<file path="src/rtl/clock_gate_ctrl.sv">
// Per-channel clock gating: OFF/WAKE/ON request FSM with idle auto-gating
// and a glitch-free latch-AND gate per channel.
module clock_gate_ctrl #(
  parameter int NUM_CH      = 4,
  parameter int WAKE_CYCLES = 2,
  parameter int IDLE_CYCLES = 16
) (
  input  logic              clk_in,
  input  logic              rst_n,
  input  logic              test_pin,
  input  logic [NUM_CH-1:0] ch_req,
  input  logic [NUM_CH-1:0] ch_busy,
  output logic [NUM_CH-1:0] ch_ack,
  output logic [NUM_CH-1:0] gate_en,
  output logic [NUM_CH-1:0] clk_out
);

  localparam int MAXC = (WAKE_CYCLES > IDLE_CYCLES) ?
                        WAKE_CYCLES : IDLE_CYCLES;
  localparam int CW   = $clog2(MAXC + 1);

  localparam logic [CW-1:0] WAKE_LAST = CW'(WAKE_CYCLES - 1);
  localparam logic [CW-1:0] IDLE_LAST = CW'(IDLE_CYCLES - 1);

  typedef enum logic [1:0] {
    OFF  = 2'd0,
    WAKE = 2'd1,
    ON   = 2'd2
  } state_t;

  for (genvar i = 0; i < NUM_CH; i++) begin : g_ch
    state_t        state;
    state_t        state_nx;
    logic [CW-1:0] cnt;
    logic [CW-1:0] cnt_nx;
    logic          lat;

    always_ff @(posedge clk_in or negedge rst_n) begin
      if (!rst_n) begin
        state <= OFF;
        cnt   <= '0;
      end else begin
        state <= state_nx;
        cnt   <= cnt_nx;
      end
    end

    always_comb begin
      state_nx = state;
      cnt_nx   = cnt;
      case (state)
        OFF: begin
          if (ch_req[i]) begin
            state_nx = WAKE;
            cnt_nx   = '0;
          end
        end
        WAKE: begin
          if (cnt == WAKE_LAST) begin
            state_nx = ON;
            cnt_nx   = '0;
          end else begin
            cnt_nx = cnt + 1'b1;
          end
        end
        ON: begin
          // activity wins over a timeout on the same edge
          if (ch_req[i] | ch_busy[i]) begin
            cnt_nx = '0;
          end else if (cnt == IDLE_LAST) begin
            state_nx = OFF;
            cnt_nx   = '0;
          end else begin
            cnt_nx = cnt + 1'b1;
          end
        end
        default: begin
          state_nx = OFF;
          cnt_nx   = '0;
        end
      endcase
    end

    assign gate_en[i] = (state != OFF);
    assign ch_ack[i]  = (state == ON);

    // reset clears the latch unless test mode needs the clock
    always_latch begin
      if (!rst_n && !test_pin) begin
        lat <= 1'b0;
      end else if (!clk_in) begin
        lat <= gate_en[i] | test_pin;
      end
    end

    assign clk_out[i] = clk_in & lat;
  end

endmodule

</file>
<file path="config.mk">
export PLATFORM = sky130hd
export DESIGN_NAME = clock_gate_ctrl
export DESIGN_NICKNAME = d
export VERILOG_FILES = /design/src/rtl/clock_gate_ctrl.sv
export SDC_FILE = /design/constraint.sdc
export NUM_CORES = 1
export LEC_CHECK = 0
export BUFFER_PORTS_ARGS = -buffer_cell sky130_fd_sc_hd__buf_2
export CORE_MARGIN = 4
export CORE_UTILIZATION = 40
export DETAILED_ROUTE_END_ITERATION = 16
export PLACE_DENSITY = 0.6
export SYNTH_ARGS = -nofsm -noshare
export SYNTH_HDL_FRONTEND = slang
export SYNTH_SLANG_ARGS = --single-unit
</file>
<file path="constraint.sdc">
create_clock -name clk_in -period 2.05 [get_ports clk_in]
set_input_delay 0.1025 -clock clk_in [delete_from_list [all_inputs] [get_ports clk_in]]
set_output_delay 0.1025 -clock clk_in [all_outputs]
set_load 0.01 [all_outputs]
</file>
Word-level counts from Yosys, hierarchy flattened:

Cells that the tools add are included.
Widths: inputs -> output; s select.

* flip-flop bits (word level): 28
* bits in latches: 4
* output and inout port bits: 12
* logic and storage cells: 125

* add/sub/neg operators: 4
* equal/unequal tests: 32
* muxes and demuxes: 50
* bitwise gates (word level): 12
* reduce and logical (&&, ||, !) cells: 15

Operator list (count)
* $mux 5: 16
* $pmux 5 s3: 4
* $mux 2: 16
* $ne 2x2->1 const B: 12
* $pmux 2 s3: 4
* $add 5x1->5 const B: 4
* $eq 5x1->1 const B: 4
* $eq 5x4->1 const B: 4
* $reduce_and 4->1: 4
* $mux 1: 10
* $eq 2x1->1 const B: 4
* $eq 2x2->1 const B: 4
* $logic_not 2->1: 4
* $ne 2x1->1 const B: 4
* $or 1x1->1: 8
* $reduce_bool 2->1: 4
* $and 1x1->1: 4
* $logic_not 1->1: 2
* $logic_and 1x1->1: 1

Depth between registers and ports, before layout:

Gate-level depths: netlist (run 1).

* depth after elaboration: 4
* mapped depth: 8
* gate-level depth less buffers: 8

==> results of run 1 <==
==> final cells by class <==
cell class              count  area (µm²)  area share
well taps                  67        83.8      0.0299
inverters                  27         101      0.0362
flip-flops and latches     32         761       0.271
clock buffers              25         312       0.111
repair buffers             37         253      0.0902
multi-input cells         152        1290       0.461
==> flip-flops by register name (all words and copies together), names as in the netlist <==
| name | count |
|---|---|
| g_ch.cnt | 20 |
| g_ch.lat | 4 |
| g_ch.state | 8 |
==> cell families (layout without fill, tap and decap cells) <==
kind of cell	after synthesis	count (layout)	synth area share
buffers and inverters	29	89	0.0525
XOR/XNOR	1	1	0.00422
adder cells (fa/ha/maj)	31	31	0.187
AND/OR/NAND/NOR	65	65	0.189
AO/OA/AOI/OAI	52	52	0.184
flip-flops	28	28	0.338
multiplexers	3	3	0.0163
latches	4	4	0.0290
==> power by group <==
part / internal (W) / total (W) / switching [W]
logic: 0.000622 / 0.00126 / 0.000641
clock network: 0.000948 / 0.00140 / 0.000450
registers: 0.000720 / 0.000814 / 0.0000949
total: 0.00229 / 0.00348 / 0.00119
==> per-stage QoR <==
| step | instance area, µm² | setup slack [ps] | hold slack, ps | setup TNS, ps |
|---|---|---|---|---|
| global placement | 2320 | 81.7 | -789 | 0 |
| detailed placement | 2320 | 25.0 | -782 | 0 |
| global route | 2800 | -313 | 47.1 | -1230 |
| floorplan | 2070 | 84.1 | -923 | 0 |
| finish | 2800 | -253 | 19.9 | -972 |
| CTS | 2690 | -298 | 0.717 | -1140 |
==> metal layers <==
metal	track usage	share of wire
met5	0	0
met4	0.174	0.026
met2	0.229	0.48
met3	0.102	0.047
met1	0.181	0.45
==> worst paths after layout <==
| path | end | cells past startpoint | startpoint |
|---|---|---|---|
| max in group asynchronous | g_ch[3].cnt[4] | 3 | rst_n |
| min in group gated | clock gate | 3 | test_pin |
| min reg2reg | g_ch[3].state[0] | 1 | g_ch[3].state[0] |
| max | clk_out[3] | 2 | g_ch[3].lat |
| max reg2reg | g_ch[1].state[0] | 8 | g_ch[1].cnt[1] |
| max in group gated | clock gate | 3 | rst_n |
| min in group clk_in | g_ch[3].cnt[4] | 4 | ch_busy[3] |
| min | g_ch[1].cnt[3] | 2 | rst_n |
==> cell usage in the layout (no fill, tap or decap), types with 9 or more instances in the layout <==
| master | count |
|---|---|
| ha_1 | 29 |
| dfrtp_1 | 28 |
| inv_1 | 25 |
| clkbuf_8 | 20 |
| buf_2 | 20 |
| a21oi_1 | 11 |
| nand2_1 | 11 |
| buf_4 | 11 |
| o21ai_0 | 9 |
| nor3_1 | 9 |
==> worst register-to-register path, delay by kind of cell (launching register included) <==
kind	cells	cell delay, ps
AO/OA/AOI/OAI	1	290
adder cells (fa/ha/maj)	2	290
buffers and inverters	2	120
flip-flops	1	420
multiplexers	1	320
AND/OR/NAND/NOR	2	440
==> what timing repair did <==
| item | in CTS | in global routing |
|---|---|---|
| endpoints found under the hold margin | 37 | 0 |
| endpoints found under the setup margin | 8 | 10 |
| pin swaps | 3 | 4 |
| buffers inserted | 0 | 3 |
| hold buffers | 8 | 0 |
| resized for setup | 2 | 17 |
==> flow_metrics.env, run 1 <==
export IMPL_cp_start_kind="latch"
export IMPL_crit_fanout=1
export IMPL_drive_above_1_share=0.275
export IMPL_max_slew_margin=0.672
export IMPL_dr_pass1_iters=6
export IMPL_finalHoldViolCount=0
export IMPL_syn_avg_cell_area_um2=9.74
export IMPL_clock_latency_ps=590
export IMPL_grt_pass1_vias=1818
export IMPL_fin_util=0.574
export IMPL_setup_viol=8
export IMPL_path_buf_inv=1
export IMPL_grt_max_degree=16
export IMPL_vias_per_cell=5.14
export IMPL_postRouteAntennaNets=0
export IMPL_netlist_area_um2=2070
export IMPL_cap_violations=0
export IMPL_die_h_um=80.0
export IMPL_path_class="latch to output port"
export IMPL_ys_ff_latch=32
export IMPL_area_growth_synth_to_final_pct=35.1
export IMPL_synth_ff_type="dfrtp_1"
export IMPL_wl_per_cell_um=13.0
export IMPL_post_place_cells=308
export IMPL_start_util=0.425
export IMPL_track_usage=0.172
export IMPL_p_leak_nw=1.37
export IMPL_synth_top_cell_area_share=0.338
export IMPL_finalMaxSlewViolations=0
export IMPL_rrSetupSlack_ps=70
export IMPL_setup_ws_ps=-253
export IMPL_antenna_cells=0
export IMPL_status="complete, but fails checks"
export IMPL_yosys_warnings=0
export IMPL_violations="setup timing"
export IMPL_path_delay_family="latches"
export IMPL_synthArstFlopShare=0.875
export IMPL_finClkSkew_ps=111
export IMPL_yosysMostFrequentCell="ha_1"
export IMPL_ios=23
export IMPL_stdcell_count=340
export IMPL_dieWidth_um=80.0
export IMPL_dieArea_um2=6400
export IMPL_hp_class="input pin to asynchronous set/reset pin"
export IMPL_synthCells=213
export IMPL_yosys_area_top_type="dfrtp_1"
export IMPL_cpMaxStageDelayCell="dlxtp_1"
export IMPL_ys_types=37
export IMPL_grt_antenna_before_repair=0
export IMPL_grt_pass1_wl_um=7800
export IMPL_crit_chain="and2_1 -> buf_2"
export IMPL_synthesis_nets=255
export IMPL_drt_iter0_markers=67
export IMPL_grt_overflow_total=0
export IMPL_final_nets=315
export IMPL_cp_arrival_ps=2200
export IMPL_power_total_w=0.00348
export IMPL_vdd_ir_drop_max_mv=0.587
export IMPL_grt_setup_unrepaired="yes"
export IMPL_cts_tree="done"
export IMPL_max_stage_delay_ps=300
export IMPL_fill_cells=424
export IMPL_worst_pin_slew_ps=491
export IMPL_rows=25
export IMPL_required_ps=1950
export IMPL_power_density_nw_per_um2=1240
export IMPL_path_clk_slew_ps=110
export IMPL_synth_edf_count=0
export IMPL_routed_wirelength_um=4430
export IMPL_synth_area_leaders="dfrtp_1, ha_1, inv_1, dlxtp_1, a21o_1"
export IMPL_hpwl_um=3080
export IMPL_num_vias=1747
export IMPL_drc_errors=0
export IMPL_synth_common_cells="ha_1, dfrtp_1, inv_1"
export IMPL_core_area_um2=4880
export IMPL_portBuffers=22
export IMPL_gp_congestion=0.752
export IMPL_cp_end_kind="output port"
Note: power is estimated with default switching activity, not from simulation.
==> run 2: changes to the inputs <==
--- a/config.mk
+++ b/config.mk
@@ -8,2 +8,3 @@
 export BUFFER_PORTS_ARGS = -buffer_cell sky130_fd_sc_hd__buf_2
+export CAP_MARGIN = 20
 export CORE_MARGIN = 4
==> constraint.sdc (replaced) <==
create_clock -name clk_in -period 2.05 [get_ports clk_in]
set_input_delay 0 -clock clk_in [delete_from_list [all_inputs] [get_ports clk_in]]
set_output_delay 0 -clock clk_in [all_outputs]
set_load 0.01 [all_outputs]
==> run 2 against run 1 <==
Net effect: the run still ends with setup timing left; cell count up 2.1%; total power up 2.9%; hold slack better by 25 ps; via count up 1.4%; non-clock buffer count up 5; wire length up 0.79%; first-iteration DRC count down 10%; clock power up 7%; flip-flop and latch count unchanged; global-route usage down 0.17 points; die area unchanged; critical path depth unchanged.
==> flow_metrics.env, run 2 (synthesized netlist as in run 1, its figures left out) <==
export IMPL_status="complete, but fails checks"
export IMPL_violations="setup timing"
export IMPL_finClkSkew_ps=117
export IMPL_grt_pass1_vias=1830
export IMPL_grt_pass1_wl_um=7820
export IMPL_largest_reg_flops=20
export IMPL_cp_end_kind="output port"
export IMPL_path_class="latch to output port"
export IMPL_gr_usage_met3=0.0926
export IMPL_busiest_layer="met2"
export IMPL_cp_arrival_ps=2200
export IMPL_met1_usage=0.181
export IMPL_top_regs="g_ch.cnt (20), g_ch.state (8), g_ch.lat (4)"
export IMPL_grt_max_degree=16
export IMPL_vdd_ir_drop_max_mv=0.676
export IMPL_dieArea_um2=6400
export IMPL_drt_iter0_markers=60
export IMPL_cap_violations=0
export IMPL_worst_pin_slew_ps=483
export IMPL_die_h_um=80.0
export IMPL_finalMaxSlewViolations=0
export IMPL_top_register="g_ch.cnt"
export IMPL_cp_start_kind="latch"
export IMPL_setup_viol=8
export IMPL_core_area_um2=4880
export IMPL_dr_pass1_iters=4
export IMPL_tns_ps=-557
export IMPL_grt_overflow_total=0
export IMPL_grt_setup_unrepaired="yes"
export IMPL_hp_class="input pin to clock gate"
export IMPL_routed_wirelength_um=4460
export IMPL_dieWidth_um=80.0
export IMPL_drc_errors=0
export IMPL_wl_per_cell_um=12.9
export IMPL_area_growth_synth_to_final_pct=38.8
export IMPL_layout_common_cells="ha_1, dfrtp_1, inv_1"
export IMPL_finalHoldViolCount=0
export IMPL_track_usage=0.171
export IMPL_start_util=0.425
export IMPL_postRouteAntennaNets=0
export IMPL_portBuffers=22
export IMPL_antenna_cells=0
export IMPL_power_density_nw_per_um2=1240
export IMPL_final_common_cell="ha_1"
export IMPL_path_clk_slew_ps=30
export IMPL_clock_latency_ps=600
export IMPL_hpwl_um=3080
export IMPL_cts_tree="done"
export IMPL_use_met2=0.228
export IMPL_rows=25
export IMPL_required_ps=2050
export IMPL_dp_slack_ps=25.0
export IMPL_num_vias=1771
export IMPL_max_slew_margin=0.677
export IMPL_final_nets=322
export IMPL_grt_antenna_before_repair=0
export IMPL_p_leak_nw=1.41
export IMPL_drive_above_1_share=0.275
export IMPL_gp_congestion=0.752
export IMPL_vias_per_cell=5.10
export IMPL_crit_fanout=1
export IMPL_setup_ws_ps=-146
export IMPL_ios=23
-- run 2: final cells by class --
type	count	area [µm²]
Sequential cell	32	761
Multi-Input combinational cell	152	1290
Timing Repair Buffer	42	303
Fill cell	415	2000
Clock buffer	27	339
Inverter	27	101
Tap cell	67	83.8
-- run 2: path summary, 6_finish.rpt --
check | start | endpoint | slack [ps] | cells past startpoint
max | g_ch[3].lat | clk_out[3] | -150 | 2
min | rst_n | clock gate | 40 | 3
max reg2reg | g_ch[1].cnt[1] | g_ch[1].state[0] | 70 | 8
min reg2reg | g_ch[3].state[0] | g_ch[3].state[0] | 530 | 1
max in group gated | test_pin | clock gate | 450 | 4
max in group asynchronous | rst_n | g_ch[3].cnt[4] | 1150 | 4
min in group clk_in | ch_req[3] | g_ch[3].cnt[4] | 420 | 4
min in group asynchronous | rst_n | g_ch[1].cnt[3] | 450 | 3
-- run 2: worst max-delay path, stage by stage (launching register included) --
cell     delay [ps]
dlxtp_1         290
and2_1          110
buf_2           130
-- run 2: what timing repair did --
item | 4_1_cts | 5_1_grt
setup endpoints to repair | 8 | 10
hold buffers | 13 | 0
setup buffers | 0 | 3
pin swaps | 3 | 4
resized for setup | 2 | 17
endpoints found under the hold margin | 53 | 0
gates cloned | 0 | 0
-- run 2: power breakdown --
part / leakage (nW) / internal (W) / switching (W) / total, W
Sequential: 0.404 / 0.000719 / 0.0000948 / 0.000814
Clock: 0.196 / 0.00103 / 0.000467 / 0.00150
Combinational: 0.808 / 0.000627 / 0.000637 / 0.00126
-- run 2: stage by stage --
step | utilization | power, W | area (µm²) | hold slack, ps | instances
finish | 0.590 | 0.00358 | 2880 | 44.9 | 347
global route | 0.590 | 0.00387 | 2880 | 80.7 | 347
CTS | 0.567 | 0.00347 | 2770 | 41.6 | 344
detailed placement | 0.476 | 0.00208 | 2320 | -885 | 308
global placement | 0.476 | 0.00208 | 2320 | -892 | 308
floorplan | - | 0.00172 | 2070 | -1030 | 213
-- run 2: layer usage --
| layer | vias up | routed length, µm |
|---|---|---|
| met5 | - | 0 |
| met2 | 29 | 2110 |
| met4 | 0 | 116 |
| met3 | 13 | 216 |
| met1 | 839 | 2020 |
| li1 | 890 | - |
